[config.mk]
export PLATFORM = sky130hd
export DESIGN_NAME = smg_page_arbiter
export DESIGN_NICKNAME = d
export VERILOG_FILES = /design/src/rtl/smg_pkg.sv /design/src/rtl/smg_timer.sv /design/src/rtl/smg_page_arbiter.sv
export SDC_FILE = /design/constraint.sdc
export NUM_CORES = 1
export LEC_CHECK = 0
export BUFFER_PORTS_ARGS = -buffer_cell sky130_fd_sc_hd__buf_2
export CORE_MARGIN = 2
export CORE_UTILIZATION = 50
export DETAILED_ROUTE_END_ITERATION = 8
export PLACE_DENSITY = 0.74
export SYNTH_ARGS = -nofsm -noshare
export SYNTH_HDL_FRONTEND = slang
export SYNTH_SLANG_ARGS = --single-unit
[constraint.sdc]
create_clock -name CLK -period 4.1 [get_ports CLK]
set_input_delay 0.82 -clock CLK [delete_from_list [all_inputs] [get_ports CLK]]
set_output_delay 0.82 -clock CLK [all_outputs]
set_load 0.1 [all_outputs]
[src/rtl/smg_pkg.sv]
// Shared constants for the seven-segment page arbiter.
package smg_pkg;

    localparam int unsigned NUM_W  = 24;
    localparam int unsigned PAGE_W = 2;

    localparam int unsigned DEF_HOLD_CYCLES = 25_000_000;
    localparam int unsigned DEF_IDLE_CYCLES = 150_000_000;

    localparam logic [PAGE_W-1:0] PAGE_HOME = 2'd0;
    localparam logic [PAGE_W-1:0] PAGE_S1   = 2'd1;
    localparam logic [PAGE_W-1:0] PAGE_S2   = 2'd2;

    // Counter width able to hold the given terminal value.
    function automatic int unsigned cnt_width(input int unsigned terminal);
        return $clog2(terminal) + 1;
    endfunction

endpackage

[src/rtl/smg_timer.sv]
// Clearable saturating up-counter with a terminal-count flag.
module smg_timer
    import smg_pkg::*;
#(
    parameter int unsigned TERMINAL = 1
) (
    input  logic clk,
    input  logic rst_n,
    input  logic clr,
    output logic tc_c
);

    localparam int unsigned          CNT_W  = cnt_width(TERMINAL);
    localparam logic [CNT_W-1:0]     CNT_TC = CNT_W'(TERMINAL);

    logic [CNT_W-1:0] cnt_q;

    assign tc_c = (cnt_q == CNT_TC);

    // Count up from zero after a clear and stick at the terminal value.
    always_ff @(posedge clk or negedge rst_n) begin
        if (!rst_n) begin
            cnt_q <= '0;
        end else if (clr) begin
            cnt_q <= '0;
        end else if (!tc_c) begin
            cnt_q <= cnt_q + CNT_W'(1);
        end
    end

endmodule

[src/rtl/smg_page_arbiter.sv]
// Shares the six-digit display between a home page and two transient pages,
// enforcing a minimum hold time and an idle release timeout.
module smg_page_arbiter
    import smg_pkg::*;
#(
    parameter int unsigned HOLD_CYCLES = DEF_HOLD_CYCLES,
    parameter int unsigned IDLE_CYCLES = DEF_IDLE_CYCLES
) (
    input  logic              CLK,
    input  logic              RSTn,
    input  logic [NUM_W-1:0]  Num0_Sig,
    input  logic [NUM_W-1:0]  Num1_Sig,
    input  logic [NUM_W-1:0]  Num2_Sig,
    input  logic [2:0]        Upd_Sig,
    output logic [NUM_W-1:0]  Number_Sig,
    output logic [PAGE_W-1:0] Page_Sig
);

    localparam logic [1:0] ST_HOME  = PAGE_HOME;
    localparam logic [1:0] ST_SHOW1 = PAGE_S1;
    localparam logic [1:0] ST_SHOW2 = PAGE_S2;

    if (IDLE_CYCLES <= HOLD_CYCLES) begin : g_param_check
        $error("smg_page_arbiter: IDLE_CYCLES must be greater than HOLD_CYCLES");
    end

    logic [1:0]       state_q, state_d;
    logic [2:1]       pend_q, pend_d;
    logic             defer_q, defer_d;
    logic             hold_tc_c, idle_tc_c;
    logic             hold_clr_c, idle_clr_c;
    logic             own_upd_c, oth_upd_c;
    logic [1:0]       oth_page_c;
    logic [NUM_W-1:0] data_c;
    logic             unused_upd0;

    // Home source has no update strobe of interest.
    assign unused_upd0 = Upd_Sig[0];

    // Hold timer: expired HOLD_CYCLES edges after the grant.
    smg_timer #(.TERMINAL(HOLD_CYCLES)) u_hold (
        .clk   (CLK),
        .rst_n (RSTn),
        .clr   (hold_clr_c),
        .tc_c  (hold_tc_c)
    );

    // Idle timer: flags in the cycle before the release edge.
    smg_timer #(.TERMINAL(IDLE_CYCLES - 1)) u_idle (
        .clk   (CLK),
        .rst_n (RSTn),
        .clr   (idle_clr_c),
        .tc_c  (idle_tc_c)
    );

    // Next page, pending requests and timer restarts.
    // A pre-emption deferred during hold is serviced at hold expiry; a pending
    // bit left by simultaneous home requests waits for the idle release.
    always_comb begin
        state_d    = state_q;
        pend_d     = pend_q;
        defer_d    = defer_q;
        hold_clr_c = 1'b0;
        idle_clr_c = 1'b0;
        own_upd_c  = 1'b0;
        oth_upd_c  = 1'b0;
        oth_page_c = ST_HOME;

        case (state_q)
            ST_SHOW1: begin
                own_upd_c  = Upd_Sig[1];
                oth_upd_c  = Upd_Sig[2];
                oth_page_c = ST_SHOW2;
            end
            ST_SHOW2: begin
                own_upd_c  = Upd_Sig[2];
                oth_upd_c  = Upd_Sig[1];
                oth_page_c = ST_SHOW1;
            end
            default: ;
        endcase

        if (state_q == ST_SHOW1 || state_q == ST_SHOW2) begin
            if (own_upd_c) begin
                idle_clr_c = 1'b1;
            end
            if (hold_tc_c && (oth_upd_c || defer_q)) begin
                state_d = oth_page_c;
            end else if (oth_upd_c) begin
                defer_d = 1'b1;
                if (oth_page_c == ST_SHOW2) begin
                    pend_d[2] = 1'b1;
                end else begin
                    pend_d[1] = 1'b1;
                end
            end else if (idle_tc_c && !own_upd_c) begin
                if (pend_q[2]) begin
                    state_d = ST_SHOW2;
                end else if (pend_q[1]) begin
                    state_d = ST_SHOW1;
                end else begin
                    state_d = ST_HOME;
                end
            end
        end else begin
            state_d = ST_HOME;
            if (Upd_Sig[2]) begin
                state_d   = ST_SHOW2;
                pend_d[1] = pend_q[1] | Upd_Sig[1];
            end else if (Upd_Sig[1]) begin
                state_d = ST_SHOW1;
            end
        end

        if (state_d != state_q && state_d != ST_HOME) begin
            hold_clr_c = 1'b1;
            idle_clr_c = 1'b1;
            defer_d    = 1'b0;
            if (state_d == ST_SHOW2) begin
                pend_d[2] = 1'b0;
            end else begin
                pend_d[1] = 1'b0;
            end
        end
    end

    // Source data of the page that will be shown after this edge.
    always_comb begin
        data_c = Num0_Sig;
        case (state_d)
            ST_SHOW1: data_c = Num1_Sig;
            ST_SHOW2: data_c = Num2_Sig;
            default:  ;
        endcase
    end

    // State, pending requests and display word registers.
    always_ff @(posedge CLK or negedge RSTn) begin
        if (!RSTn) begin
            state_q    <= ST_HOME;
            pend_q     <= '0;
            defer_q    <= 1'b0;
            Number_Sig <= '0;
        end else begin
            state_q    <= state_d;
            pend_q     <= pend_d;
            defer_q    <= defer_d;
            Number_Sig <= data_c;
        end
    end

    assign Page_Sig = state_q;

endmodule

==> results of run 1 <==
logic make-up (layout without fill, tap and decap cells):
kind of cell | Yosys count | after routing | synth area share
simple gates | 239 | 239 | 0.241
compound gates | 147 | 147 | 0.204
flops | 84 | 84 | 0.406
xor+xnor | 47 | 47 | 0.0796
mux | 1 | 1 | 0.00218
buf+inv | 50 | 140 | 0.0419
fa+ha+maj | 10 | 10 | 0.0242
stage by stage:
stage	util	cell area, um^2	worst slack [ps]
after floorplan	-	5170	44.3
after global placement	0.567	5780	433
after detailed placement	0.567	5780	326
after CTS	0.591	6020	328
after global routing	0.592	6030	51.4
final	0.592	6030	223
synthesized netlist by cell type, types with 2 or more instances:
cell / number
nor2b_1: 2
nor4_2: 3
and3_1: 7
and4_1: 10
o21a_1: 4
o2111ai_1: 6
dfrtp_1: 84
nor4_1: 23
a21oi_1: 3
nand2b_1: 2
inv_1: 11
xnor2_1: 37
nor2_1: 14
buf_2: 5
buf_6: 3
nand3_1: 35
ha_1: 10
and2_1: 7
nor4b_2: 2
xor2_1: 10
o31ai_1: 32
nor4b_1: 2
nor3_1: 5
nand2_1: 103
o31ai_2: 10
o31a_1: 4
nand4_1: 15
o21ai_0: 50
o22ai_1: 2
a31oi_1: 4
clkbuf_1: 30
a22oi_1: 25
power breakdown:
| part | internal (mW) | switching, mW | total (mW) |
|---|---|---|---|
| clock | 0.409 | 0.333 | 0.742 |
| sequential | 0.842 | 0.00618 | 0.848 |
| combinational | 0.0478 | 0.142 | 0.190 |
| total | 1.30 | 0.481 | 1.78 |
layer usage:
metal,part of all wire,vias up
met5,0,-
li1,-,2302
met1,0.42,2319
met4,0.014,0
met2,0.50,153
met3,0.063,20
flip-flops by register name, indices dropped and copies added (netlist names):
signal,flops
defer_q,1
Number_Sig,24
Page_Sig,2
pend_q,2
u_idle.cnt_q,29
u_hold.cnt_q,26
path summary, 6_finish.rpt:
kind / startpoint / end / slack [ps] / depth (start not counted)
max: Page_Sig[0] / u_idle.cnt_q[13] / 220 / 12
min: u_hold.cnt_q[25] / u_hold.cnt_q[25] / 560 / 2
max reg2reg: Page_Sig[0] / u_idle.cnt_q[13] / 220 / 12
min reg2reg: u_hold.cnt_q[25] / u_hold.cnt_q[25] / 560 / 2
max in group asynchronous: RSTn / Number_Sig[4] / 2760 / 1
min in group asynchronous: RSTn / u_idle.cnt_q[27] / 640 / 1
area by class of cell:
cell class              count  area, um^2  share of cell area
inverters                  11        41.3             0.00685
clock inverters             7         123              0.0203
well taps                 136         170              0.0282
multi-input cells         444        2860               0.474
flip-flops and latches     84        2100               0.348
clock buffers               9         124              0.0205
repair buffers            113         611               0.101
worst max-delay path: stages (launching register included):
cell and delay (ps):
dfrtp_1 480, inv_1 150, ha_1 470, o21a_1 320
or4b_4 540, o31ai_1 300, a21oi_1 140, inv_1 110
ha_1 510, and2_1 210, buf_4 300, o21ai_0 140
o31ai_1 90
timing repair:
action,4_1_cts,5_1_grt
resized for setup,0,2
endpoints found under the hold margin,0,0
setup endpoints to repair,0,11
hold buffers,0,0
buffers inserted,0,0
==> metrics, run 1 <==
Die W approximately 110 um; vias in the first global route 4744; post-synth top area share 0.406; Avg Vias per Cell between 5 and 6; total number of vias 4794; H-tree depth 3; WHS ~560 ps; leakage power 2.56 nW; Worst Path Required 4380 ps; PD cells 295 nW/um^2; Antenna Nets Post-Route 0; initial antenna violation count 0; GR Util met2 0.420; asr flop ratio synth 1.00; FP Rows 37; overall power consumption 1.78 mW; CTS Root Cell clkbuf_8; PortBufs about 100; post-synthesis cell area roughly 5200 um^2; Mean Syn Cell Area 8.95 um^2; syn nets 665; max-slew violation count 0; Worst Path Max Fanout 29; fmax 258 MHz; WL/cell approximately 16 um; Max transition margin 0.276; Post-Synthesis Cells 578; GRT Overall Usage 0.241; die height 106 um; Worst setup SP type flop; final hold viol count 0; diodes inserted 0; First DRT Iteration DRCs 320; status completed; worst vdd ir between 0.2 and 0.25 mV; global-route wire length before repair 21800 um; final wirelength 13000 um; CTS Buffer Depth 2; CORE AREA 10200 um^2; Synth cell types 50; fraction of layout cells with a size suffix above 1 0.229; non-filler cells, final 804; #FFs+latches synth 84; # placed instances 788; GRT overflow 0; first-pass iteration count of the detailed router 5; most frequent cells in the layout nand2_1 (103), buf_2 (100), dfrtp_1 (84), o21ai_0 (50), xnor2_1 (37); YS warnings 0; post-synthesis sequential area ratio 0.406; final period utilization 0.946; I/O pin count 103; worst setup path class reg -> reg; Post-synth EDFFs 0; Worst Path Arrival 4160 ps; Final setup viols 0; Max Cap Viol 0; clk slew on worst S/H paths 90 ps; largest net degree at the start of global routing 85; worst-skew pair later-pin latency about 380 ps; CP Capture Type flop; # nets final 750; dominant synthesized flop cell dfrtp_1; met1 usage 0.290; post-synth top area cell dfrtp_1; RSZ-0062 raised after global routing no; CTS Sinks 84; worst slew pin tran between 1000 and 1500 ps; HP Class reg -> reg; CTS tree built; synth top area cells dfrtp_1 (41%), nand2_1 (7.5%), xnor2_1 (6.3%); post-DP HPWL approximately 9000 um; met3 global-route usage 0.0631; TritonCTS Buffers 9; Residual DRC 0; min cycle time layout 3880 ps; Starting Density 0.508; TNS Setup 0 ps; Final GP Congestion 0.865; Area Growth Syn to Fin 16.6%; global route hottest layer met2; # fillers roughly 900; most common cell after layout, fill and taps aside nand2_1; Clock Skews 10.3 ps; die footprint 11200 um^2
Note: power is estimated with default switching activity, not from simulation.
==> inputs of run 2 (changes only) <==
- BUFFER_PORTS_ARGS: -buffer_cell sky130_fd_sc_hd__buf_2 -> -buffer_cell sky130_fd_sc_hd__buf_4
- CAP_MARGIN: unset -> 15
==> metrics, run 2 (synthesis gave the netlist of run 1 again) <==
FP Rows 37 (unchanged); WL/cell 16.2 um (+0.56%); final period utilization 0.929 (-0.0164); CTS Sinks 84 (unchanged); fraction of layout cells with a size suffix above 1 0.226 (-0.00266); PortBufs 101 (unchanged); CP max stage delay 530 ps (about the same); global-route wire length before repair 21800 um (-0.12%); Largest Register u_idle.cnt_q; GRT overflow 0 (unchanged); worst-path cell chain inv_1 > ha_1 > o21a_1 > or4b_4 > o31ai_1 > a21oi_1 > inv_1 > ha_1 > and2_1 > buf_4 > o21ai_0 > o31ai_1; final core utilization 0.612 (+0.0193); worst-skew pair later-pin latency 370 ps (about the same); first-pass iteration count of the detailed router 5 (unchanged); top flop regs u_idle.cnt_q (29), u_hold.cnt_q (26), Number_Sig (24); First DRT Iteration DRCs 360 (+13%); register area 2100 um^2 (unchanged); Die W 106 um (unchanged); most common cell after layout, fill and taps aside buf_4; final wirelength 13000 um (+0.43%); Max Cap Viol 0 (unchanged); worst setup path class reg -> reg; diodes inserted 0 (unchanged); PD cells 274 nW/um^2 (-7.3%); CP Capture Type flop; H-tree depth 3 (unchanged); max-slew violation count 0 (unchanged); CTS tree built; status completed; Worst Path Arrival 4080 ps (-80 ps); RSZ-0062 raised after global routing no; # nets final 750 (unchanged); Final setup viols 0 (unchanged); number of flip-flops in the largest register 29 (unchanged); CORE AREA 10200 um^2 (unchanged); Avg Vias per Cell 5.95 (-0.15%); worst vdd ir 0.186 mV (-12%); GRT Overall Usage 0.241 (-0.000306); largest net degree at the start of global routing 85 (unchanged); Max transition margin 0.304 (+0.0276); Post-Place Cell Area 6010 um^2 (+4.1%); die height 106 um (unchanged); slowest cell on the critical path or4b_4; Post-CTS Setup Bufs 0 (unchanged); overall power consumption 1.70 mW (-4.2%); # fillers 860 (-5.8%); Worst setup SP type flop; initial antenna violation count 0 (unchanged); clk slew on worst S/H paths 90 ps (about the same); die footprint 11200 um^2 (unchanged); final hold viol count 0 (unchanged); Final GP Congestion 0.849 (-1.9%); final instance area 6230 um^2 (+3.3%); I/O pin count 103 (unchanged); Starting Density 0.508 (unchanged); Worst Path Max Fanout 29 (unchanged); fmax 262 MHz (+1.8%); Antenna Nets Post-Route 0 (unchanged); Residual DRC 0 (unchanged); CTS Root Cell clkbuf_8; multi-input logic area 2860 um^2 (unchanged); total number of vias 4781 (-0.27%); TritonCTS Buffers 9 (unchanged); leakage power 2.63 nW (+2.7%); R2R depth 12 (unchanged); Area Growth Syn to Fin 20.4%; vias in the first global route 4750 (+0.13%); TNS Setup 0 ps (unchanged); worst slew pin tran 1040 ps (-41.3 ps); CTS Buffer Depth 2 (unchanged); Clock Skews 6.83 ps (-3.44 ps); min cycle time layout 3810 ps (-67.2 ps); most frequent cells in the layout buf_4 (113), nand2_1 (103), dfrtp_1 (84), o21ai_0 (50), xnor2_1 (37); hold depth 2 (unchanged); Worst Path Required 4370 ps (about the same); HP Class reg -> reg; WHS 577 ps (+18.2 ps); post-DP HPWL 8910 um (about the same)
## run 2: cell count changes in the layout (fill, tap and decap cells not counted), moves of 2 or more
cell / change
buf_4: +101
buf_2: -100
clkinv_2: +2
inv_6: -2
## run 2: what timing repair did
| item | in CTS | in global routing |
|---|---|---|
| hold buffers | 0 | 0 |
| gates resized for setup | 0 | 2 |
| setup endpoints to repair | 0 | 7 |
## run 2: final timing paths
kind	to	start	slack, ps
max in group asynchronous	u_idle.cnt_q[15]	RSTn	2800
min in group asynchronous	u_idle.cnt_q[16]	RSTn	640
max reg2reg	u_idle.cnt_q[23]	Page_Sig[0]	290
max	u_idle.cnt_q[23]	Page_Sig[0]	290
min reg2reg	u_hold.cnt_q[25]	u_hold.cnt_q[25]	580
min	u_hold.cnt_q[25]	u_hold.cnt_q[25]	580
## run 2: routing by layer
metal / vias up / track usage / routed length [um]
li1: 2292 / - / -
met1: 2291 / 0.301 / 5430
met2: 184 / 0.406 / 6400
met3: 14 / 0.0557 / 1010
met4: 0 / 0.0893 / 197
met5: - / 0 / 0
## run 2: per-stage QoR
step / worst slack (ps) / std cells
2_1_floorplan: 44.3 / 578
5_1_grt: 25.0 / 803
3_5_place_dp: 389 / 788
6_report: 290 / 803
3_3_place_gp: 483 / 788
4_1_cts: 362 / 803
## run 2: critical path: cells and delay by family (launching register included)
kind | cells | cell delay (ps)
adders and majority gates | 2 | 960
and+or+nand+nor | 2 | 730
DFF | 1 | 480
buffers and inverters | 3 | 530
AOI/OAI and AO/OA | 5 | 1010
## run 2: layout make-up
class                      count  area share
clock inverter                 5      0.0125
sequential                    84       0.337
inverter                      11     0.00663
timing repair buffer         113       0.136
multi-input combinational    444       0.459
clock buffer                  10      0.0205
tap                          136      0.0273
## run 2: power by group
part / switching, mW / internal [mW]
sequential: 0.00645 / 0.842
combinational: 0.141 / 0.0746
clock: 0.302 / 0.338
==> inputs of run 3 (changes only) <==
- SETUP_SLACK_MARGIN: unset -> 0.4
==> metrics, run 3 (synthesis gave the netlist of run 1 again) <==
Worst Path Arrival 3760 ps (-320 ps); die footprint 11200 um^2 (unchanged); H-tree depth 3 (unchanged); PD cells 279 nW/um^2 (+1.9%); Final setup viols 0 (unchanged); worst setup path class reg -> reg; GRT overflow 0 (unchanged); top flop regs u_idle.cnt_q (29), u_hold.cnt_q (26), Number_Sig (24); Final GP Congestion 0.919 (+8.3%); DP Worst Slack 429 ps (+40.1 ps); CORE AREA 10200 um^2 (unchanged); Avg Vias per Cell 5.98 (+0.38%); min setup slack post-route 613 ps (+322 ps); # nets final 753 (+0.40%); status completed; Clock Skews 8.02 ps (+1.20 ps); WHS 559 ps (-17.4 ps); CTS Sinks 84 (unchanged); switching share of power 0.254 (-0.00958); fmax 287 MHz (+9.2%); fraction of layout cells with a size suffix above 1 0.237 (+0.0106); total number of vias 4823 (+0.88%); worst-skew pair later-pin latency 360 ps (about the same); total internal power 1.31 mW (+4.3%); most common cell after layout, fill and taps aside buf_4; hold buffer count at cts 0 (unchanged); I/O pin count 103 (unchanged); GRT Overall Usage 0.244 (+0.00314); HP Class in -> async; WL/cell 16.1 um (-0.76%); CTS Buffer Depth 2 (unchanged); diodes inserted 0 (unchanged); Largest Register u_idle.cnt_q; max-slew violation count 0 (unchanged); number of flip-flops in the largest register 29 (unchanged); Worst Path Max Fanout 29 (unchanged); Die W 106 um (unchanged); FP Rows 37 (unchanged); leakage power 2.66 nW (+1.3%); Post-CTS Setup Bufs 0 (unchanged); worst slew pin tran 832 ps (-213 ps); clk slew on worst S/H paths 80 ps (about the same); min cycle time layout 3490 ps (-322 ps); Area Growth Syn to Fin 21.7%; PortBufs 101 (unchanged); Starting Density 0.508 (unchanged); Residual DRC 0 (unchanged); final period utilization 0.851 (-0.0786); final wirelength 13000 um (-0.27%); CP Capture Type flop; vias in the first global route 4616 (-2.8%); Antenna Nets Post-Route 0 (unchanged); TritonCTS Buffers 9 (unchanged); Max Cap Viol 0 (unchanged); Max transition margin 0.446 (+0.142); register share of total power 0.484 (-0.014); final hold viol count 0 (unchanged); initial antenna violation count 0 (unchanged); CTS tree built; Clock Power Share 0.393 (+0.017); Worst setup SP type flop; global-route wire length before repair 22100 um (+1.3%); RSZ-0062 raised after global routing no; combinational share of power 0.123 (-0.004); Worst Path Required 4370 ps (about the same); First DRT Iteration DRCs 396 (+10%); first-pass iteration count of the detailed router 5 (unchanged); post-DP HPWL 9160 um (+2.7%); largest net degree at the start of global routing 68 (-20%); TNS Setup 0 ps (unchanged); most frequent cells in the layout buf_4 (116), nand2_1 (103), dfrtp_1 (82), o21ai_0 (50), xnor2_1 (37); # fillers 820 (-4.7%); P_sw 446 uW (-0.79%); CTS Root Cell clkbuf_8; worst vdd ir 0.176 mV (-5.5%); die height 106 um (unchanged)
[run 3: worst paths after layout]
check / to / slack, ps / from / cells past startpoint
setup / recovery: u_idle.cnt_q[19] / 610 / Page_Sig[0] / 12
hold / removal: u_idle.cnt_q[26] / 560 / RSTn / 1
min in group CLK: u_hold.cnt_q[25] / 560 / u_hold.cnt_q[25] / 2
max in group asynchronous: u_hold.cnt_q[1] / 2780 / RSTn / 2
setup reg to reg: u_idle.cnt_q[19] / 610 / Page_Sig[0] / 12
hold reg to reg: u_hold.cnt_q[25] / 560 / u_hold.cnt_q[25] / 2
[run 3: power groups by stage]
stage | Sequential (mW) | Combinational, mW | Clock, mW
floorplan | 0.954 | 0.0263 | 0
global placement | 0.865 | 0.217 | 0
global route | 0.851 | 0.231 | 0.740
detailed placement | 0.865 | 0.219 | 0
finish | 0.849 | 0.217 | 0.689
CTS | 0.849 | 0.219 | 0.704
[run 3: per-layer routing]
metal / GRT usage / part of all wire / vias to the layer above
li1: - / - / 2306
met1: 0.318 / 0.43 / 2313
met2: 0.398 / 0.49 / 188
met3: 0.0507 / 0.068 / 16
met4: 0.0959 / 0.014 / 0
met5: 0 / 0 / -
[run 3: area by class of cell]
type,count,area (um^2),area share
Tap cell,136,170,0.0270
Multi-Input combinational cell,444,2870,0.456
Sequential cell,84,2100,0.335
Clock buffer,12,165,0.0263
Timing Repair Buffer,116,871,0.138
Clock inverter,4,70.1,0.0111
Inverter,11,41.3,0.00656
[run 3: worst max-delay path: stages, from the launching register on]
cell	delay (ps)
dfrtp_2	440
inv_1	110
ha_1	480
o21a_1	300
or4b_4	520
o31ai_1	290
a21oi_1	130
inv_1	100
ha_2	320
and2_1	160
buf_4	290
o21ai_0	150
o31ai_1	90
[run 3: metrics by stage]
step           std cells  cell area (um^2)  total power, mW  utilization
6_report             807              6290             1.75        0.618
4_1_cts              807              6270             1.77        0.616
2_1_floorplan        578              5170            0.981            -
3_3_place_gp         791              6040             1.08        0.593
5_1_grt              807              6290             1.82        0.618
3_5_place_dp         791              6040             1.08        0.593
[run 3: timing repair]
action | in CTS | in global routing
setup endpoints to repair | 0 | 46
resized for setup | 0 | 4
hold endpoints to repair | 0 | 0
